### config.mk
export PLATFORM = sky130hd
export DESIGN_NAME = execute_stage
export DESIGN_NICKNAME = d
export VERILOG_FILES = /design/src/rtl/execute_stage_pkg.sv /design/src/rtl/execute_stage_muldiv_iter.sv /design/src/rtl/execute_stage.sv
export SDC_FILE = /design/constraint.sdc
export NUM_CORES = 2
export LEC_CHECK = 0
export CAP_MARGIN = 0
export CORE_MARGIN = 5
export CORE_UTILIZATION = 45
export CTS_CLUSTER_DIAMETER = 120
export DETAILED_ROUTE_END_ITERATION = 8
export SLEW_MARGIN = 20
export SYNTH_ARGS = -nofsm -noshare
export SYNTH_HDL_FRONTEND = slang
export SYNTH_SLANG_ARGS = --single-unit
### constraint.sdc
create_clock -name clk -period 13.8 [get_ports clk]
set_input_delay 2.76 -clock clk [delete_from_list [all_inputs] [get_ports clk]]
set_output_delay 2.76 -clock clk [all_outputs]
set_load 0.02 [all_outputs]
### src/rtl/execute_stage_pkg.sv
// Shared encodings for the EX stage: ALU ops, RV32M ops, mul/div FSM states
// and the sideband bundle that travels from pype1 into pype2.
package execute_stage_pkg;

  localparam int XLEN_W       = 32;
  localparam int MD_STEPS_DEF = 32;

  typedef enum logic [3:0] {
    ALU_ADD   = 4'd0,
    ALU_SUB   = 4'd1,
    ALU_SLL   = 4'd2,
    ALU_SLT   = 4'd3,
    ALU_SLTU  = 4'd4,
    ALU_XOR   = 4'd5,
    ALU_SRL   = 4'd6,
    ALU_SRA   = 4'd7,
    ALU_OR    = 4'd8,
    ALU_AND   = 4'd9,
    ALU_PASSB = 4'd10
  } alu_ctrl_e;

  typedef enum logic [2:0] {
    MD_MUL    = 3'b000,
    MD_MULH   = 3'b001,
    MD_MULHSU = 3'b010,
    MD_MULHU  = 3'b011,
    MD_DIV    = 3'b100,
    MD_DIVU   = 3'b101,
    MD_REM    = 3'b110,
    MD_REMU   = 3'b111
  } md_op_e;

  typedef enum logic [1:0] {
    MD_IDLE = 2'd0,
    MD_BUSY = 2'd1,
    MD_DONE = 2'd2
  } md_state_e;

  typedef struct packed {
    logic [2:0]        wb;
    logic [1:0]        mem_rw;
    logic [1:0]        dsize;
    logic [2:0]        funct3;
    logic [XLEN_W-1:0] pcp4;
    logic [XLEN_W-1:0] rd2;
    logic [4:0]        wreg;
  } sideband_t;

  function automatic logic md_a_signed(input logic [2:0] f3);
    case (f3)
      MD_MULHU, MD_DIVU, MD_REMU: return 1'b0;
      default:                    return 1'b1;
    endcase
  endfunction

  function automatic logic md_b_signed(input logic [2:0] f3);
    case (f3)
      MD_MUL, MD_MULH, MD_DIV, MD_REM: return 1'b1;
      default:                         return 1'b0;
    endcase
  endfunction

endpackage

### src/rtl/execute_stage_muldiv_iter.sv
// Iterative RV32M unit: operands are reduced to magnitudes, one bit per cycle
// is produced by shift-add or restoring shift-subtract, signs are fixed in DONE.
module muldiv_iter
  import execute_stage_pkg::*;
#(
  parameter int XLEN     = XLEN_W,
  parameter int MD_STEPS = MD_STEPS_DEF
) (
  input  logic            clk,
  input  logic            rst,
  input  logic            start,
  input  logic            abort,
  input  logic            hold,
  input  logic [2:0]      funct3,
  input  logic [XLEN-1:0] op_a,
  input  logic [XLEN-1:0] op_b,
  output logic            active,
  output logic            done,
  output logic [XLEN-1:0] result
);

  localparam int CW = $clog2(MD_STEPS + 1);
  localparam logic [XLEN-1:0] MIN_NEG = {1'b1, {(XLEN-1){1'b0}}};

  md_state_e       state_reg, state_next;
  logic [XLEN-1:0] hi_reg, lo_reg, dvsr_reg;
  logic [CW-1:0]   cnt_reg;
  logic [2:0]      op_reg;
  logic            neg_reg, special_reg;

  logic            a_neg, b_neg, special_in;
  logic [XLEN-1:0] abs_a, abs_b, special_val;
  logic [XLEN:0]   mul_sum, div_tmp;
  logic            div_ge;
  logic [XLEN-1:0] div_diff, div_rem_next;
  logic [2*XLEN-1:0] prod_fix;
  logic [XLEN-1:0] q_fix, r_fix;

  // Divide-by-zero and signed overflow are resolved at issue and skip BUSY.
  always_comb begin
    a_neg       = md_a_signed(funct3) & op_a[XLEN-1];
    b_neg       = md_b_signed(funct3) & op_b[XLEN-1];
    abs_a       = a_neg ? -op_a : op_a;
    abs_b       = b_neg ? -op_b : op_b;
    special_in  = 1'b0;
    special_val = '0;
    if (funct3[2]) begin
      if (op_b == '0) begin
        special_in  = 1'b1;
        special_val = funct3[1] ? op_a : '1;
      end else if (!funct3[0] && op_a == MIN_NEG && op_b == '1) begin
        special_in  = 1'b1;
        special_val = funct3[1] ? '0 : MIN_NEG;
      end
    end
  end

  always_comb begin
    mul_sum      = {1'b0, hi_reg} + (lo_reg[0] ? {1'b0, dvsr_reg} : '0);
    div_tmp      = {hi_reg, lo_reg[XLEN-1]};
    div_ge       = div_tmp >= {1'b0, dvsr_reg};
    div_diff     = div_tmp[XLEN-1:0] - dvsr_reg;
    div_rem_next = div_ge ? div_diff : div_tmp[XLEN-1:0];
  end

  always_ff @(posedge clk or posedge rst) begin
    if (rst) state_reg <= MD_IDLE;
    else     state_reg <= state_next;
  end

  always_comb begin
    state_next = state_reg;
    case (state_reg)
      MD_IDLE: if (start) state_next = special_in ? MD_DONE : MD_BUSY;
      MD_BUSY: begin
        if (abort)                    state_next = MD_IDLE;
        else if (cnt_reg == CW'(1))   state_next = MD_DONE;
      end
      MD_DONE: if (!hold) state_next = MD_IDLE;
      default: state_next = MD_IDLE;
    endcase
  end

  always_ff @(posedge clk or posedge rst) begin
    if (rst) begin
      hi_reg      <= '0;
      lo_reg      <= '0;
      dvsr_reg    <= '0;
      cnt_reg     <= '0;
      op_reg      <= '0;
      neg_reg     <= 1'b0;
      special_reg <= 1'b0;
    end else begin
      case (state_reg)
        MD_IDLE: if (start) begin
          op_reg      <= funct3;
          special_reg <= special_in;
          cnt_reg     <= CW'(MD_STEPS);
          hi_reg      <= '0;
          lo_reg      <= special_in ? special_val : abs_a;
          dvsr_reg    <= abs_b;
          // Remainder takes the dividend's sign; everything else the product sign.
          neg_reg     <= (funct3[2] & funct3[1]) ? a_neg : (a_neg ^ b_neg);
        end
        MD_BUSY: begin
          cnt_reg <= cnt_reg - CW'(1);
          if (op_reg[2]) begin
            hi_reg <= div_rem_next;
            lo_reg <= {lo_reg[XLEN-2:0], div_ge};
          end else begin
            hi_reg <= mul_sum[XLEN:1];
            lo_reg <= {mul_sum[0], lo_reg[XLEN-1:1]};
          end
        end
        default: ;
      endcase
    end
  end

  always_comb begin
    prod_fix = neg_reg ? -{hi_reg, lo_reg} : {hi_reg, lo_reg};
    q_fix    = neg_reg ? -lo_reg : lo_reg;
    r_fix    = neg_reg ? -hi_reg : hi_reg;
    if (special_reg) result = lo_reg;
    else begin
      case (op_reg)
        MD_MUL:                      result = prod_fix[XLEN-1:0];
        MD_MULH, MD_MULHSU, MD_MULHU: result = prod_fix[2*XLEN-1:XLEN];
        MD_DIV, MD_DIVU:             result = q_fix;
        default:                     result = r_fix;
      endcase
    end
  end

  assign active = (state_reg == MD_BUSY);
  assign done   = (state_reg == MD_DONE);

endmodule

### src/rtl/execute_stage.sv
// EX stage: single-cycle ALU, iterative RV32M unit, and the pype2 register
// bank (hold > flush > M-bubble > capture) consumed by mem_access.
module execute_stage
  import execute_stage_pkg::*;
#(
  parameter int XLEN     = XLEN_W,
  parameter int MD_STEPS = MD_STEPS_DEF
) (
  input  logic            clk,
  input  logic            rst,
  input  logic            keep,
  input  logic            nop,
  input  logic [XLEN-1:0] alu_a,
  input  logic [XLEN-1:0] alu_b,
  input  logic [3:0]      alu_ctrl_pype1,
  input  logic            is_md_pype1,
  input  logic [2:0]      funct3_pype1,
  input  logic [2:0]      writeback_control_pype1,
  input  logic [1:0]      MemRW_pype1,
  input  logic [1:0]      dsize_pype1,
  input  logic [XLEN-1:0] PCp4_pype1,
  input  logic [XLEN-1:0] read_data2_pype1,
  input  logic [4:0]      WReg_pype1,
  output logic            md_busy,
  output logic [XLEN-1:0] ALU_co_pype,
  output logic [2:0]      writeback_control_pype2,
  output logic [1:0]      MemRW_pype2,
  output logic [1:0]      dsize_pype2,
  output logic [2:0]      funct3_pype2,
  output logic [XLEN-1:0] PCp4_pype2,
  output logic [XLEN-1:0] read_data2_pype2,
  output logic [4:0]      WReg_pype2
);

  localparam int SHW = $clog2(XLEN);

  sideband_t       side_in, side_lat_reg, side_pype2_reg;
  logic [XLEN-1:0] alu_res, alu_co_reg, md_result;
  logic            md_start, md_active, md_done;

  always_comb begin
    side_in.wb     = writeback_control_pype1;
    side_in.mem_rw = MemRW_pype1;
    side_in.dsize  = dsize_pype1;
    side_in.funct3 = funct3_pype1;
    side_in.pcp4   = PCp4_pype1;
    side_in.rd2    = read_data2_pype1;
    side_in.wreg   = WReg_pype1;
  end

  always_comb begin
    alu_res = '0;
    case (alu_ctrl_pype1)
      ALU_ADD:   alu_res = alu_a + alu_b;
      ALU_SUB:   alu_res = alu_a - alu_b;
      ALU_SLL:   alu_res = alu_a << alu_b[SHW-1:0];
      ALU_SLT:   alu_res = {{(XLEN-1){1'b0}}, $signed(alu_a) < $signed(alu_b)};
      ALU_SLTU:  alu_res = {{(XLEN-1){1'b0}}, alu_a < alu_b};
      ALU_XOR:   alu_res = alu_a ^ alu_b;
      ALU_SRL:   alu_res = alu_a >> alu_b[SHW-1:0];
      ALU_SRA:   alu_res = $unsigned($signed(alu_a) >>> alu_b[SHW-1:0]);
      ALU_OR:    alu_res = alu_a | alu_b;
      ALU_AND:   alu_res = alu_a & alu_b;
      ALU_PASSB: alu_res = alu_b;
      default:   alu_res = '0;
    endcase
  end

  // A flushed or stalled M op must not start; the unit is idle only outside BUSY/DONE.
  assign md_start = is_md_pype1 & ~keep & ~nop & ~md_active & ~md_done;
  assign md_busy  = md_start | md_active;

  muldiv_iter #(
    .XLEN     (XLEN),
    .MD_STEPS (MD_STEPS)
  ) u_muldiv (
    .clk    (clk),
    .rst    (rst),
    .start  (md_start),
    .abort  (nop & ~keep),
    .hold   (keep),
    .funct3 (funct3_pype1),
    .op_a   (alu_a),
    .op_b   (alu_b),
    .active (md_active),
    .done   (md_done),
    .result (md_result)
  );

  always_ff @(posedge clk or posedge rst) begin
    if (rst)           side_lat_reg <= '0;
    else if (md_start) side_lat_reg <= side_in;
  end

  always_ff @(posedge clk or posedge rst) begin
    if (rst) begin
      alu_co_reg     <= '0;
      side_pype2_reg <= '0;
    end else if (!keep) begin
      if (nop) begin
        alu_co_reg     <= '0;
        side_pype2_reg <= '0;
      end else if (md_done) begin
        alu_co_reg     <= md_result;
        side_pype2_reg <= side_lat_reg;
      end else if (is_md_pype1 || md_active) begin
        alu_co_reg     <= '0;
        side_pype2_reg <= '0;
      end else begin
        alu_co_reg     <= alu_res;
        side_pype2_reg <= side_in;
      end
    end
  end

  assign ALU_co_pype             = alu_co_reg;
  assign writeback_control_pype2 = side_pype2_reg.wb;
  assign MemRW_pype2             = side_pype2_reg.mem_rw;
  assign dsize_pype2             = side_pype2_reg.dsize;
  assign funct3_pype2            = side_pype2_reg.funct3;
  assign PCp4_pype2              = side_pype2_reg.pcp4;
  assign read_data2_pype2        = side_pype2_reg.rd2;
  assign WReg_pype2              = side_pype2_reg.wreg;

endmodule

==> results_dict.tcl <==
set metrics [dict create \
    min_path_type "register to register" \
    grt_overflow 0 \
    synth_edf_count 0 \
    cts_resized 0 \
    grt_pass1_vias 30300 \
    via_per_inst 6.90 \
    rows 93 \
    wl_per_cell_microns 29.7 \
    synth.distinct_cells 88 \
    required_ns 14.30 \
    final_util_pct 52.3 \
    die_area_sq_um 69900 \
    grt_pass1_wl_mm 201 \
    ir_worst_vdd_v 0.000114 \
    clock_sinks 299 \
    tightest_slew_ns 1.22 \
    grt.total_usage_pct 37.2 \
    io_buffers 263 \
    layout-drive-gt1-share_pct 9.29 \
    finalCritPeriodShare_pct 53.3 \
    cts_hold_buf 0 \
    r2r_start "u_muldiv.lo_reg[0]" \
    synth-seq-cells 299 \
    syn_area_per_cell_sq_um 7.91 \
    fmax_ghz 0.136 \
    relSlewSlack_pct 18.6 \
    ys_seq_area_share_pct 25.7 \
    drv_slew 0 \
    largest_register_ff_count 79 \
    fill_cells 6154 \
    grt_max_degree 85 \
    die_w_microns 264 \
    cts_tree "done" \
    synth_warnings 0 \
    hold_violations 0 \
    nets 4097 \
    syn2layout_area_growth_pct 15.4 \
    synth_cells 3681 \
    setup_tns_ns 0 \
    clk_path_buf_depth 3 \
    async_flop_share_pct 100 \
    drv_cap 0 \
    antenna_found_initial 12 \
    hold_path_depth 2 \
    leakage_nw 14.2 \
    post_cts_buffers 0 \
    syn-num-nets 4012 \
    drt_pre_antenna_iters 9 \
    die_h_microns 264 \
    cts-root-buf "clkbuf_16" \
    clk_latency_ns 0.56 \
    cp_max_fo 73 \
    r2r_slack_ns 9.14 \
    violations "DRC" \
    core_sq_um 64200 \
    place_hpwl_mm 103 \
    initial_core_util_pct 45.3 \
    crit_path_start_kind "primary input" \
    ios 264 \
    rr_worst_depth 14 \
    path_class "primary input to register" \
    end_kind "register" \
    clk_pin_slew_worst_paths_ns 0.06 \
    hold_path_end "u_muldiv.op_reg[0]" \
    routed_wl_mm 138 \
    period_needed_ns 7.36 \
    arrival_ns 7.85 \
    setup_viol 0 \
    cts_made_buffers 38 \
    powerDensity_nw_per_um2 192 \
    syn_area_sq_um 29100 \
    globalplace.congestion 1.05 \
    reg2reg_to "u_muldiv.hi_reg[31]" \
    worstHoldStart "u_muldiv.op_reg[0]" \
    fin_skew_ns 0.0132 \
    rsz0062_at_grt "no" \
    synth_top_flop_cell "dfrtp_1" \
    dr.first_iter.drc_count 4594 \
    htree_num_levels 2 \
    status "finished, violations left" \
    drc 30 \
    vias 32100 \
    final_antenna_net_count 0 \
]
==> cell usage after synthesis (all sizes together), types with 42 or more instances <==
cell type    n  share of area [%]
o21ai      322                5.5
dfrtp      299                 26
xnor2       78                2.3
xor2        46                1.4
mux2i       58                2.0
a22oi       80                2.1
buf         48               0.79
a211oi      45                1.2
ha         175                7.5
nor2       341                4.4
nor3        72                1.3
mux2        95                3.7
a222oi      54                1.9
nor4        43                1.0
inv        209                2.7
clkbuf     250                3.2
mux4        53                4.1
nand3       64                1.1
a21oi      307                5.3
a21o        42                1.1
nand2      352                4.5
==> worst max-delay path by stage <==
stage                   from                  end  slack, ns  cells after the start
global placement    alu_b[3]  u_muldiv.lo_reg[13]       6.26                     12
finish              alu_b[3]  u_muldiv.lo_reg[13]       6.44                     12
global route        alu_b[1]  u_muldiv.lo_reg[13]       6.14                     12
floorplan                rst       ALU_co_pype[0]       2.78                      1
CTS                      nop              md_busy       6.63                      5
detailed placement  alu_b[1]  u_muldiv.lo_reg[13]       6.06                     12
==> report_power, final <==
group | internal [mW] | switching (mW) | total (mW)
Clock | 0.571 | 0.420 | 0.991
Sequential | 1.22 | 0.396 | 1.61
Combinational | 1.48 | 2.36 | 3.84
Total | 3.27 | 3.18 | 6.44
==> final cells by class <==
type | count | area, sq um | area share (%)
flip-flops and latches | 299 | 7480 | 22.3
multi-input cells | 2871 | 19800 | 58.9
inverters | 213 | 807 | 2.40
repair buffers | 343 | 3240 | 9.65
well taps | 855 | 1070 | 3.18
clock buffers | 52 | 1080 | 3.23
diodes | 5 | 12.5 | 0.0372
clock inverters | 13 | 120 | 0.358
==> cells in the final DEF, fill, tap and decap left out, types with 79 or more instances in the layout <==
| cell | netlist | routed |
|---|---|---|
| dfrtp_1 | 299 | 297 |
| nor2_1 | 340 | 332 |
| clkdlybuf4s50_1 | 0 | 257 |
| inv_1 | 209 | 208 |
| a21oi_1 | 305 | 304 |
| a22oi_1 | 79 | 79 |
| o21ai_0 | 312 | 311 |
| buf_4 | 1 | 80 |
| mux2_2 | 95 | 95 |
| ha_1 | 175 | 175 |
| nand2_1 | 352 | 350 |
==> worst max-delay path: stages <==
cell	delay (ns)
buf_2	0.09
buf_4	0.32
nor2_1	0.66
and4_1	0.49
nand2_1	0.23
or4_1	0.56
nor3_1	0.33
nand2_1	0.69
nor2_1	1.01
nor2_1	0.26
o211ai_1	0.19
a32o_1	0.18
==> per-layer routing <==
layer | vias to the layer above | share of wire [%] | track usage, %
met5 | - | 0.097 | 0
met4 | 18 | 6.8 | 20.8
met3 | 458 | 10 | 7.82
met2 | 2159 | 45 | 58.4
met1 | 15600 | 38 | 48.0
li1 | 13800 | - | -
==> stage by stage <==
stage	instances	setup WS, ns	power [mW]	hold WS (ns)	area (sq um)
final	4651	6.44	6.44	0.480	33600
after global routing	4646	6.14	6.82	0.501	33600
after CTS	4644	6.63	6.34	0.487	33500
after detailed placement	4579	6.06	5.32	0.472	32300
after global placement	4579	6.26	5.22	0.467	32300
after floorplan	3681	2.78	4.15	0.447	29100
==> cell families after synthesis <==
logic type               synth area share (%)
AO/OA/AOI/OAI                            29.1
XOR/XNOR                                 3.73
adder cells (fa/ha/maj)                  7.79
buffers and inverters                    6.76
flip-flops                               25.7
multiplexers                             9.77
AND/OR/NAND/NOR                          17.2
No activity file was read; power rests on OpenSTA's default activity.
